--- src/rtl/vram_arbiter.sv ---
// Single-port framebuffer RAM arbiter: scanout reads always win, pixel writes are queued
// in a small FIFO and drained into the RAM whenever scanout leaves the port free.
module vram_arbiter #(
  parameter int unsigned Waddr     = 19,
  parameter int unsigned Wdata     = 1,
  parameter int unsigned Depth     = 4,
  parameter int unsigned StarveMax = 1024
) (
  input  logic                       CLK,
  input  logic                       RST,
  input  logic                       VREQ,
  input  logic [Waddr-1:0]           VADDR,
  output logic [Wdata-1:0]           VDATA,
  output logic                       VVALID,
  input  logic                       WVALID,
  input  logic [Waddr-1:0]           WADDR,
  input  logic [Wdata-1:0]           WDATA,
  output logic                       WREADY,
  output logic [Waddr-1:0]           MADDR,
  output logic                       MWE,
  output logic [Wdata-1:0]           MWDATA,
  input  logic [Wdata-1:0]           MRDATA,
  output logic [$clog2(Depth):0]     COUNT,
  output logic                       STARVE,
  input  logic                       CLR
);

  localparam int unsigned Pw = $clog2(Depth);
  localparam int unsigned Cw = $clog2(Depth) + 1;
  localparam int unsigned Sw = $clog2(StarveMax + 1);
  localparam logic [Cw-1:0] DepthC     = Cw'(Depth);
  localparam logic [Sw-1:0] StarveMaxC = Sw'(StarveMax);

  typedef enum logic [1:0] {GntIdle, GntRead, GntWrite} grant_e;

  grant_e grant;

  logic [Waddr-1:0] addr_mem [Depth];
  logic [Wdata-1:0] data_mem [Depth];

  logic [Pw-1:0] wr_ptr_q, wr_ptr_d;
  logic [Pw-1:0] rd_ptr_q, rd_ptr_d;
  logic [Cw-1:0] count_q, count_d;
  logic          vvalid_q;
  logic [Sw-1:0] starve_cnt_q, starve_cnt_d;
  logic          starve_q, starve_d;

  logic full, empty, push, pop;
  logic starve_cond, starve_set;

  assign full  = (count_q == DepthC);
  assign empty = (count_q == '0);

  // Fixed priority: scanout is hard real-time, the writer only gets leftover cycles.
  always_comb begin
    grant = GntIdle;
    if (VREQ) begin
      grant = GntRead;
    end else if (!empty && !RST) begin
      grant = GntWrite;
    end
  end

  assign MWE    = (grant == GntWrite);
  assign MADDR  = (grant == GntWrite) ? addr_mem[rd_ptr_q] : VADDR;
  assign MWDATA = data_mem[rd_ptr_q];

  // Full is judged on the registered count so WREADY never depends on VREQ.
  assign WREADY = !RST && !full;
  assign push   = WVALID && WREADY;
  assign pop    = MWE;

  assign VDATA  = MRDATA;
  assign VVALID = vvalid_q;
  assign COUNT  = count_q;
  assign STARVE = starve_q;

  always_comb begin
    wr_ptr_d = wr_ptr_q;
    rd_ptr_d = rd_ptr_q;
    count_d  = count_q;
    if (push) begin
      wr_ptr_d = wr_ptr_q + Pw'(1);
    end
    if (pop) begin
      rd_ptr_d = rd_ptr_q + Pw'(1);
    end
    unique case ({push, pop})
      2'b10:   count_d = count_q + Cw'(1);
      2'b01:   count_d = count_q - Cw'(1);
      default: count_d = count_q;
    endcase
  end

  always_comb begin
    starve_cond  = full && VREQ;
    starve_cnt_d = '0;
    if (starve_cond) begin
      starve_cnt_d = (starve_cnt_q == StarveMaxC) ? starve_cnt_q : starve_cnt_q + Sw'(1);
    end
    starve_set = starve_cond && (starve_cnt_d == StarveMaxC);
    // A fresh set condition outranks a clear issued in the same cycle.
    starve_d   = starve_set || (starve_q && !CLR);
  end

  always_ff @(posedge CLK or posedge RST) begin
    if (RST) begin
      wr_ptr_q     <= '0;
      rd_ptr_q     <= '0;
      count_q      <= '0;
      vvalid_q     <= 1'b0;
      starve_cnt_q <= '0;
      starve_q     <= 1'b0;
    end else begin
      wr_ptr_q     <= wr_ptr_d;
      rd_ptr_q     <= rd_ptr_d;
      count_q      <= count_d;
      vvalid_q     <= VREQ;
      starve_cnt_q <= starve_cnt_d;
      starve_q     <= starve_d;
    end
  end

  // Payload storage needs no reset; occupancy is tracked by the pointers.
  always_ff @(posedge CLK) begin
    if (push) begin
      addr_mem[wr_ptr_q] <= WADDR;
      data_mem[wr_ptr_q] <= WDATA;
    end
  end

endmodule

--- config.mk ---
export PLATFORM = sky130hd
export DESIGN_NAME = vram_arbiter
export DESIGN_NICKNAME = d
export VERILOG_FILES = /design/src/rtl/vram_arbiter.sv
export SDC_FILE = /design/constraint.sdc
export NUM_CORES = 1
export LEC_CHECK = 0
export CELL_PAD_IN_SITES_DETAIL_PLACEMENT = 0
export CELL_PAD_IN_SITES_GLOBAL_PLACEMENT = 2
export CORE_UTILIZATION = 30
export CTS_CLUSTER_DIAMETER = 50
export CTS_CLUSTER_SIZE = 40
export DETAILED_ROUTE_END_ITERATION = 7
export GPL_TIMING_DRIVEN = 0
export PLACE_DENSITY_LB_ADDON = 0.1
export SKIP_LAST_GASP = 1
export SLEW_MARGIN = 10
export SYNTH_ARGS = -nofsm -noshare
export SYNTH_HDL_FRONTEND = slang
export SYNTH_SLANG_ARGS = --single-unit
--- constraint.sdc ---
create_clock -name CLK -period 2.13 [get_ports CLK]
set_input_delay 0.213 -clock CLK [delete_from_list [all_inputs] [get_ports CLK]]
set_output_delay 0.213 -clock CLK [all_outputs]
set_load 0.01 [all_outputs]
==> results of run 1 <==
-- cell families (layout without fill, tap and decap cells) --
kind of cell | after synthesis | after routing
flip-flops | 100 | 100
AND/OR/NAND/NOR | 46 | 46
multiplexers | 41 | 41
buffers and inverters | 18 | 117
XOR/XNOR | 16 | 16
AO/OA/AOI/OAI | 13 | 13
adder cells (fa/ha/maj) | 8 | 8
-- worst max-delay path: stages, from the launching register on --
cell,delay (ns)
dfrtp_2,0.41
buf_6,0.13
buf_6,0.12
buf_16,0.13
mux4_2,0.44
mux2_4,0.28
buf_6,0.12
-- metrics by stage --
step	hold slack, ns	TNS, ns
6_report	0.418	-0.245
3_3_place_gp	0.487	-36.73
3_5_place_dp	0.499	-35.64
4_1_cts	0.407	-0.655
2_1_floorplan	0.177	0
5_1_grt	0.417	-0.713
-- power breakdown --
| part | leakage, nW | switching (mW) | internal [mW] |
|---|---|---|---|
| Clock | 0.127 | 0.706 | 0.798 |
| Combinational | 0.955 | 0.865 | 1.19 |
| Sequential | 0.983 | 0.116 | 2.37 |
-- path summary, 6_finish.rpt --
kind / to / slack (ns) / cells past startpoint
max reg2reg: COUNT[2]$_DFFE_PP0P_ / 0.11 / 10
max: MADDR[12] / -0.05 / 6
min in group asynchronous: wr_ptr_q[0]$_DFFE_PP0P_ / 0.45 / 2
min: VVALID$_DFF_PP0_ / 0.42 / 1
min reg2reg: STARVE$_DFF_PP0_ / 0.51 / 2
max in group asynchronous: rd_ptr_q[0]$_DFFE_PP0N_ / 1.11 / 2
-- layout make-up --
| type | instances | area share [%] |
|---|---|---|
| Inverter | 10 | 0.651 |
| Sequential cell | 100 | 50.4 |
| Timing Repair Buffer | 84 | 14.8 |
| Buffer | 7 | 1.54 |
| Multi-Input combinational cell | 124 | 24.0 |
| Clock buffer | 11 | 4.04 |
| Clock inverter | 5 | 0.608 |
| Tap cell | 180 | 3.91 |
-- sequential cells by signal, summed over array words and instances, names as in the netlist --
signal,count
addr_mem,76
wr_ptr_q,2
starve_cnt_q,11
data_mem,4
rd_ptr_q,2
COUNT,3
VVALID,1
STARVE,1
-- layer usage --
layer	vias to the layer above	track usage [%]	routed length, µm
met5	-	0	0
met4	0	5.79	136
met3	12	2.49	284
met2	46	20.9	4360
met1	1212	16.2	4060
li1	1129	-	-
-- synthesized netlist by cell type (3+ instances only) --
| cell | number | area [µm²] |
|---|---|---|
| dfrtp_1 | 20 | 500 |
| nor2_1 | 13 | 48.8 |
| and3_1 | 7 | 43.8 |
| xnor2_1 | 9 | 78.8 |
| mux4_2 | 20 | 450 |
| nand2_1 | 4 | 15.0 |
| clkbuf_1 | 3 | 11.3 |
| nand3_1 | 5 | 25.0 |
| xor2_1 | 7 | 61.3 |
| inv_1 | 10 | 37.5 |
| mux2_2 | 19 | 214 |
| a21oi_1 | 3 | 15.0 |
| buf_2 | 3 | 15.0 |
| edfxtp_1 | 80 | 2400 |
| ha_1 | 7 | 87.6 |
-- layout by cell type (no fill, tap or decap), types with 3 or more instances in the layout --
master and count:
ha_1 6, buf_12 4, nand2_1 4, buf_6 16, xnor2_1 9, mux2_2 7, clkbuf_2 3, and3_2 5
mux4_2 20, nor2_1 12, nor3_2 3, buf_2 5, nand3_1 5, clkdlybuf4s50_1 51, edfxtp_1 80, inv_1 10
clkbuf_16 10, buf_4 9, dfrtp_2 4, and3_1 3, dfrtp_1 16, mux2_4 12, xor2_1 7
-- timing repair --
action	4_1_cts	5_1_grt
resized for setup	124	12
setup endpoints to repair	103	62
hold buffers	0	0
cloned	2	1
pin swaps	1	1
buffers inserted	9	2
==> summary.md, run 1 <==
| Metric | Value |
|---|---|
| Asr flop ratio synth | `20.0%` |
| Antenna cells | `0` |
| RSZ-0062 raised after global routing | `true` |
| Synthesized cell area | `4290 µm²` |
| Post-Synth Adder-Cell Area | `2.51%` |
| Total die area | `14800 µm²` |
| Antenna Violating Nets Remaining | `0` |
| Worst vdd ir | `0.480 mV` |
| Mean Syn Cell Area | `17.7 µm²` |
| Total power | `6.04 mW` |
| CTS tree | `built` |
| Slew Limit Fails | `0` |
| XOR/XNOR Fraction of Synth Area | `3.27%` |
| Layout cells sized above 1 | `32.3%` |
| Yosys warning total | `0` |
| Setup crit end kind | `output port` |
| Clock Skews | `0.00715 ns` |
| Synth-to-layout area growth | `34.5%` |
| GP Congestion | `0.670` |
| Crit start category | `register` |
| Hold crit path type | `in2reg` |
| CP startpoint | `rd_ptr_q[0]$_DFFE_PP0N_` |
| MaxCap Viol Count | `0` |
| Multi-input logic area | `1390 µm²` |
| FP Rows | `43` |
| Largest family of logic cells by synthesized area | `multiplexers` |
| Design Area, Final | `5760 µm²` |
| Crit path time final | `2.18 ns` |
| Placed Cells | `493` |
| Register area share after synthesis | `67.7%` |
| Non-filler cells, final | `521` |
| Status | `complete, but fails checks` |
| Via/cell ratio | `4.60` |
| Buffers on Ports | `71` |
| Cells after synthesis | `242` |
| DP HPWL | `5.40 mm` |
| Vias in the first global route | `2466` |
| Worst Max-Slew Pin Slew | `0.842 ns` |
| Clk slew on worst S/H paths | `0.07 ns` |
| Initial antenna violation count | `0` |
| Post-synthesis mux area share | `16.0%` |
| Htree depth | `3` |
| Chip Height | `122 µm` |
| PD cells | `1050 nW/µm²` |
| Final Cycle Share | `102%` |
| Final Hold Viols | `0` |
| Core Footprint | `13900 µm²` |
| Yosys cell types | `40` |
| Post-synth EDFFs | `80` |
| Setup CP Type | `reg2out` |
| CTS root buf | `clkbuf_16` |
| Simple logic cell fraction of the synthesized area | `6.42%` |
| Total grt overflow | `0` |
| Pleak | `2.07 nW` |
| Nets | `389` |
| Drt first-iter violations | `131` |
| Final setup vio count | `7` |
| GRT Total Usage | `12.7%` |
| Slew HR | `43.8%` |
| Largest net degree at the start of global routing | `21` |
| Worst setup margin | `-0.0516 ns` |
| Mean routed wirelength per cell | `17.0 µm` |
| Synth Area in Compound Gates | `2.25%` |
| Synth Flop Type | `edfxtp_1` |
| Iteration count of the initial detailed-routing pass | `4` |
| Chip Width | `122 µm` |
| Max Freq | `0.458 GHz` |
| Vias post-DR | `2399` |
| Hold Startpoint | `VREQ` |
| Failing checks | `negative setup slack` |
| Placed instance area | `5220 µm²` |
| Clock sink count | `100` |
| Filler cell count | `1310` |
| Final core occ | `41.5%` |
| Crit Reg-Reg Startpoint | `COUNT[0]$_DFFE_PP0P_` |
| Syn_nets | `295` |
| Pre-CTS setup slack | `-0.537 ns` |
| Arr. time, crit path | `1.97 ns` |
| Number of synthesized register bits | `100` |
| Worst-Skew Late Latency | `0.34 ns` |
| Number of buffers created by CTS | `9` |
| Initial core utilization | `30.9%` |
| Final WL | `8.83 mm` |
| Worst Path Required | `1.92 ns` |
| Peak fanout along the critical path | `4` |
| CTS max path bufs | `2` |
| # DRC | `0` |
| Storage element area | `2910 µm²` |
| I/O Pins | `73` |
| First-pass GRT wire length | `13.6 mm` |
(Power assumes the default switching activity.)
==> inputs of run 2 (changes only) <==
Settings changed: CORE_MARGIN set to 5, HOLD_SLACK_MARGIN set to 0.12.
==> run 2 against run 1 <==
  * The run now ends clean
  * Global-route usage is 0.94 points lower
  * Via count grew 1.5%
  * Critical path depth shrank 1
  * Largest cell class unchanged
==> summary.md, run 2 (same netlist as run 1, synthesis figures left out) <==
| Metric | Value |
|---|---|
| Via/cell ratio | `4.64 (+0.73%)` |
| Met3 usage | `3.92% (+1.4 points)` |
| Clock sink count | `100 (unchanged)` |
| Buffers on Ports | `71 (unchanged)` |
| # DRC | `0 (unchanged)` |
| Cts hold-fix bufs | `0 (unchanged)` |
| Status | `complete, no violations` |
| Max Freq | `0.470 GHz (+2.4%)` |
| Placed instance area | `5220 µm² (unchanged)` |
| Initial core utilization | `30.8% (-0.12 points)` |
| Iteration count of the initial detailed-routing pass | `4 (unchanged)` |
| GRT Total Usage | `11.8% (-0.94 points)` |
| Arr. time, crit path | `1.92 ns (-0.05 ns)` |
| Synth-to-layout area growth | `37.2%` |
| Clock Skews | `0.00525 ns (-0.00190 ns)` |
| Final setup vio count | `0 (-7)` |
| Worst vdd ir | `0.503 mV (+4.8%)` |
| Antenna Violating Nets Remaining | `0 (unchanged)` |
| Final core occ | `42.2% (+0.66 points)` |
| CTS tree | `built` |
| Vias post-DR | `2435 (+1.5%)` |
| Setup crit end kind | `output port` |
| Max FFs per register | `76 (unchanged)` |
| Htree depth | `3 (unchanged)` |
| Largest net degree at the start of global routing | `21 (unchanged)` |
| FP Rows | `43 (unchanged)` |
| Total grt overflow | `0 (unchanged)` |
| Initial antenna violation count | `0 (unchanged)` |
| Clk slew on worst S/H paths | `0.07 ns (about the same)` |
| Crit Reg-Reg Startpoint | `starve_cnt_q[0]$_DFF_PP0_` |
| Worst setup path end | `MADDR[11]` |
| FF-to-FF path depth | `7 (-3)` |
| Total die area | `16800 µm² (+14%)` |
| R2R Setup Slk | `0.14 ns (+0.03 ns)` |
| Setup CP Type | `reg2out` |
| Slew HR | `42.4% (-1.4 points)` |
| CP startpoint | `rd_ptr_q[0]$_DFFE_PP0N_` |
| Chip Height | `130 µm (+6.6%)` |
| Vias in the first global route | `2603 (+5.6%)` |
| Layout cells sized above 1 | `33.9% (+1.7 points)` |
| I/O Pins | `73 (unchanged)` |
| Mean routed wirelength per cell | `18.1 µm (+6.5%)` |
| Chip Width | `130 µm (+6.6%)` |
| Worst Path Required | `1.92 ns (about the same)` |
| PD cells | `1070 nW/µm² (+1.8%)` |
| Pre-CTS setup slack | `-0.536 ns (+0.000669 ns)` |
| GP Congestion | `0.719 (+7.3%)` |
| Global-route met1 utilization | `14.7% (-1.5 points)` |
| Nets | `393 (+1.0%)` |
| Slew Limit Fails | `0 (unchanged)` |
| Biggest register | `addr_mem` |
| Core Footprint | `13900 µm² (+0.39%)` |
| Min-Delay Path Depth | `1 (unchanged)` |
| Crit path time final | `2.13 ns (-0.0517 ns)` |
| GR peak layer | `met2` |
| Final WL | `9.48 mm (+7.3%)` |
| Commonest non-fill, non-tap cells in the layout | `80 x edfxtp_1, 51 x clkdlybuf4s50_1, 20 x mux4_2, 20 x buf_6, 17 x dfrtp_1` |
| Setup TNS | `0 ns (+0.245 ns)` |
| Number of buffers created by CTS | `9 (unchanged)` |
| Worst-Skew Late Latency | `0.35 ns (about the same)` |
| R2r endpoint | `STARVE$_DFF_PP0_` |
| First-pass GRT wire length | `14.6 mm (+7.6%)` |
| CTS root buf | `clkbuf_16` |
| Design Area, Final | `5880 µm² (+2.0%)` |
| Met2 Usage GRT | `19.5% (-1.3 points)` |
| Leading cell type in the layout, fill and taps excluded | `edfxtp_1` |
| Final Hold Viols | `0 (unchanged)` |
| CTS max path bufs | `2 (unchanged)` |
| Antenna cells | `0 (unchanged)` |
| Worst Max-Slew Pin Slew | `0.864 ns (+0.0217 ns)` |
| RSZ-0062 raised after global routing | `true` |
| MaxCap Viol Count | `0 (unchanged)` |
| Drt first-iter violations | `164 (+25%)` |
| Largest registers | `addr_mem: 76 flops, starve_cnt_q: 11 flops, data_mem: 4 flops` |
| Total power | `6.27 mW (+3.8%)` |
| Peak fanout along the critical path | `5 (+1)` |
| DP HPWL | `5.89 mm (+9.0%)` |
| Crit start category | `register` |
| Pleak | `2.12 nW (+2.8%)` |
| Hold crit path type | `in2reg` |
| Final Cycle Share | `100% (-2.4 points)` |
| Worst setup margin | `0.000153 ns (+0.0517 ns)` |
-- run 2: power breakdown --
part | total, mW | switching, mW | internal [mW]
sequential | 2.48 | 0.120 | 2.36
combinational | 2.11 | 0.887 | 1.22
clock | 1.68 | 0.746 | 0.929
total | 6.27 | 1.75 | 4.52
-- run 2: how the worst min path moves through the flow --
stage / start / to / slack, ns
3_5_place_dp: STARVE$_DFF_PP0_ / STARVE$_DFF_PP0_ / 0.50
2_1_floorplan: RST / COUNT[0]$_DFFE_PP0P_ / 0.18
3_3_place_gp: STARVE$_DFF_PP0_ / STARVE$_DFF_PP0_ / 0.48
6_report: VREQ / VVALID$_DFF_PP0_ / 0.43
4_1_cts: VREQ / VVALID$_DFF_PP0_ / 0.41
5_1_grt: VREQ / VVALID$_DFF_PP0_ / 0.44
-- run 2: area by class of cell --
| cell class | instances | area (µm²) |
|---|---|---|
| timing repair buffer | 88 | 913 |
| clock inverter | 7 | 81.3 |
| multi-input combinational | 124 | 1410 |
| fill | 1287 | 8060 |
| sequential | 100 | 2910 |
| inverter | 10 | 37.5 |
| buffer | 7 | 78.8 |
| clock buffer | 9 | 225 |
| tap | 180 | 225 |
-- run 2: repair_timing --
item                                    CTS  global route
pin swaps                                 1             3
setup buffers                            12             3
gates cloned                              1             2
hold endpoints to repair                  0             0
resized for setup                        81            70
endpoints found under the setup margin  103            22
-- run 2: layer usage --
| layer | vias to the layer above | wire (µm) |
|---|---|---|
| met5 | - | 0 |
| met4 | 0 | 114 |
| met3 | 11 | 410 |
| met2 | 42 | 4870 |
| met1 | 1250 | 4080 |
| li1 | 1132 | - |
-- run 2: critical path, stage by stage, from the launching register on --
cell and delay (ns):
dfrtp_2 0.41, buf_6 0.13, buf_12 0.12, mux4_2 0.52, mux2_4 0.28, buf_6 0.12
-- run 2: through the flow --
step | instances | hold slack [ns]
4_1_cts | 522 | 0.407
2_1_floorplan | 242 | 0.177
5_1_grt | 525 | 0.442
6_report | 525 | 0.427
3_5_place_dp | 493 | 0.501
3_3_place_gp | 493 | 0.484
==> inputs of run 3 (changes only) <==
Settings changed: SLEW_MARGIN 10 to 20.
==> run 3 against run 2 <==
  * Die area did not move
  * Final cell count fell by 0.76%
  * Combinational power barely moved
  * Highest routed layer unchanged
==> summary.md, run 3 (same netlist as run 1, synthesis figures left out) <==
| Metric | Value |
|---|---|
| Hold crit path type | `in2reg` |
| DP HPWL | `5.94 mm (+0.90%)` |
| Iteration count of the initial detailed-routing pass | `4 (unchanged)` |
| Vias in the first global route | `2579 (-0.92%)` |
| WHS | `0.445 ns (+0.0180 ns)` |
| Pleak | `2.10 nW (-1.3%)` |
| Drt first-iter violations | `116 (-29%)` |
| FP Rows | `43 (unchanged)` |
| Largest registers | `addr_mem: 76 flops, starve_cnt_q: 11 flops, data_mem: 4 flops` |
| Worst vdd ir | `0.453 mV (-9.9%)` |
| Antenna cells | `0 (unchanged)` |
| GP Congestion | `0.719 (unchanged)` |
| Status | `complete, no violations` |
| Setup crit end kind | `output port` |
| Nets | `389 (-1.0%)` |
| Core Footprint | `13900 µm² (unchanged)` |
| Mean routed wirelength per cell | `17.9 µm (-0.74%)` |
| Initial antenna violation count | `0 (unchanged)` |
| GRT Total Usage | `11.9% (+0.16 points)` |
| Clock Skews | `0.00771 ns (+0.00246 ns)` |
| First-pass GRT wire length | `14.7 mm (+0.75%)` |
| Chip Width | `130 µm (unchanged)` |
| Final Cycle Share | `99.0% (-0.99 points)` |
| Layout cells sized above 1 | `32.6% (-1.4 points)` |
| Antenna Violating Nets Remaining | `0 (unchanged)` |
| CTS max path bufs | `2 (unchanged)` |
| Slew Limit Fails | `0 (unchanged)` |
| Via/cell ratio | `4.63 (-0.18%)` |
| Commonest non-fill, non-tap cells in the layout | `80 x edfxtp_1, 51 x clkdlybuf4s50_1, 22 x buf_6` |
| Cts hold-fix bufs | `0 (unchanged)` |
| Total die area | `16800 µm² (unchanged)` |
| Largest net degree at the start of global routing | `21 (unchanged)` |
| Clk slew on worst S/H paths | `0.07 ns (about the same)` |
| Crit path time final | `2.11 ns (-0.0211 ns)` |
| RSZ-0062 raised after global routing | `true` |
| Final WL | `9.34 mm (-1.5%)` |
| Final setup vio count | `0 (unchanged)` |
| # DRC | `0 (unchanged)` |
| Final Hold Viols | `0 (unchanged)` |
| Htree depth | `3 (unchanged)` |
| Final core occ | `41.9% (-0.33 points)` |
| Leading cell type in the layout, fill and taps excluded | `edfxtp_1` |
| PD cells | `1050 nW/µm² (-1.4%)` |
| MaxCap Viol Count | `0 (unchanged)` |
| I/O Pins | `73 (unchanged)` |
| Worst Max-Slew Pin Slew | `0.883 ns (+0.0193 ns)` |
| Biggest register | `addr_mem` |
| Slew HR | `41.1% (-1.3 points)` |
| CTS root buf | `clkbuf_16` |
| Initial core utilization | `30.8% (unchanged)` |
| Worst Path Required | `1.92 ns (about the same)` |
| Vias post-DR | `2412 (-0.94%)` |
| Synth-to-layout area growth | `36.1%` |
| Number of buffers created by CTS | `9 (unchanged)` |
| Clock sink count | `100 (unchanged)` |
| Buffers on Ports | `71 (unchanged)` |
| CTS tree | `built` |
| Worst-Skew Late Latency | `0.35 ns (about the same)` |
| Max Freq | `0.474 GHz (+1.0%)` |
| Total grt overflow | `0 (unchanged)` |
| Peak fanout along the critical path | `5 (unchanged)` |
| Setup CP Type | `reg2out` |
| Arr. time, crit path | `1.90 ns (-0.02 ns)` |
| Chip Height | `130 µm (unchanged)` |
| Max FFs per register | `76 (unchanged)` |
| Crit start category | `register` |
## run 3: per-stage QoR
stage	instance area, µm²	setup slack [ns]	TNS [ns]	power [mW]	std cells
2_1_floorplan	4290	0.0378	0	3.51	242
3_3_place_gp	5220	-0.532	-39.52	4.19	493
3_5_place_dp	5230	-0.527	-8.20	4.20	493
4_1_cts	5760	-0.0870	-0.777	6.25	521
5_1_grt	5830	-0.0575	-0.793	6.49	521
6_report	5830	0.0213	0	6.13	521
## run 3: where the power goes
group / leakage, nW / switching (mW) / internal [mW]
clock network: 0.134 / 0.754 / 0.817
logic: 0.977 / 0.890 / 1.20
registers: 0.984 / 0.107 / 2.36
total: 2.10 / 1.75 / 4.38
## run 3: layer usage
metal  vias up  GRT usage (%)  share of wire (%)
li1       1131              -                  -
met1      1229           14.8                 42
met2        42           19.9                 52
met3        10           3.96                4.4
met4         0           3.67                1.1
met5         -              0                  0
## run 3: final timing paths
kind	slack (ns)	startpoint	endpoint	cells after the start
worst min register to register	0.50	STARVE$_DFF_PP0_	STARVE$_DFF_PP0_	2
worst max register to register	0.08	COUNT[0]$_DFFE_PP0P_	COUNT[2]$_DFFE_PP0P_	11
min in group asynchronous	0.53	RST	VVALID$_DFF_PP0_	2
worst max-delay path	0.02	rd_ptr_q[0]$_DFFE_PP0N_	MADDR[13]	5
worst min-delay path	0.45	VREQ	VVALID$_DFF_PP0_	1
max in group asynchronous	1.00	RST	rd_ptr_q[0]$_DFFE_PP0N_	2
## run 3: area by class of cell
class                           instances  area [µm²]
Fill cell                            1266        8100
Sequential cell                       100        2910
Multi-Input combinational cell        124        1410
Timing Repair Buffer                   84         888
Clock buffer                           10         229
Tap cell                              180         225
Buffer                                  7        75.1
Clock inverter                          6        60.1
Inverter                               10        37.5
## run 3: timing repair
| item | in CTS | in global routing |
|---|---|---|
| buffers inserted | 10 | 3 |
| endpoints found under the setup margin | 23 | 21 |
| endpoints found under the hold margin | 0 | 0 |
| resized for setup | 125 | 23 |
| pin swaps | 2 | 4 |
| gates cloned | 2 | 0 |
## run 3: critical path: stages (launching register included)
cell	delay, ns
dfrtp_2	0.39
buf_6	0.13
buf_12	0.12
mux4_2	0.50
mux2_2	0.29
buf_6	0.12
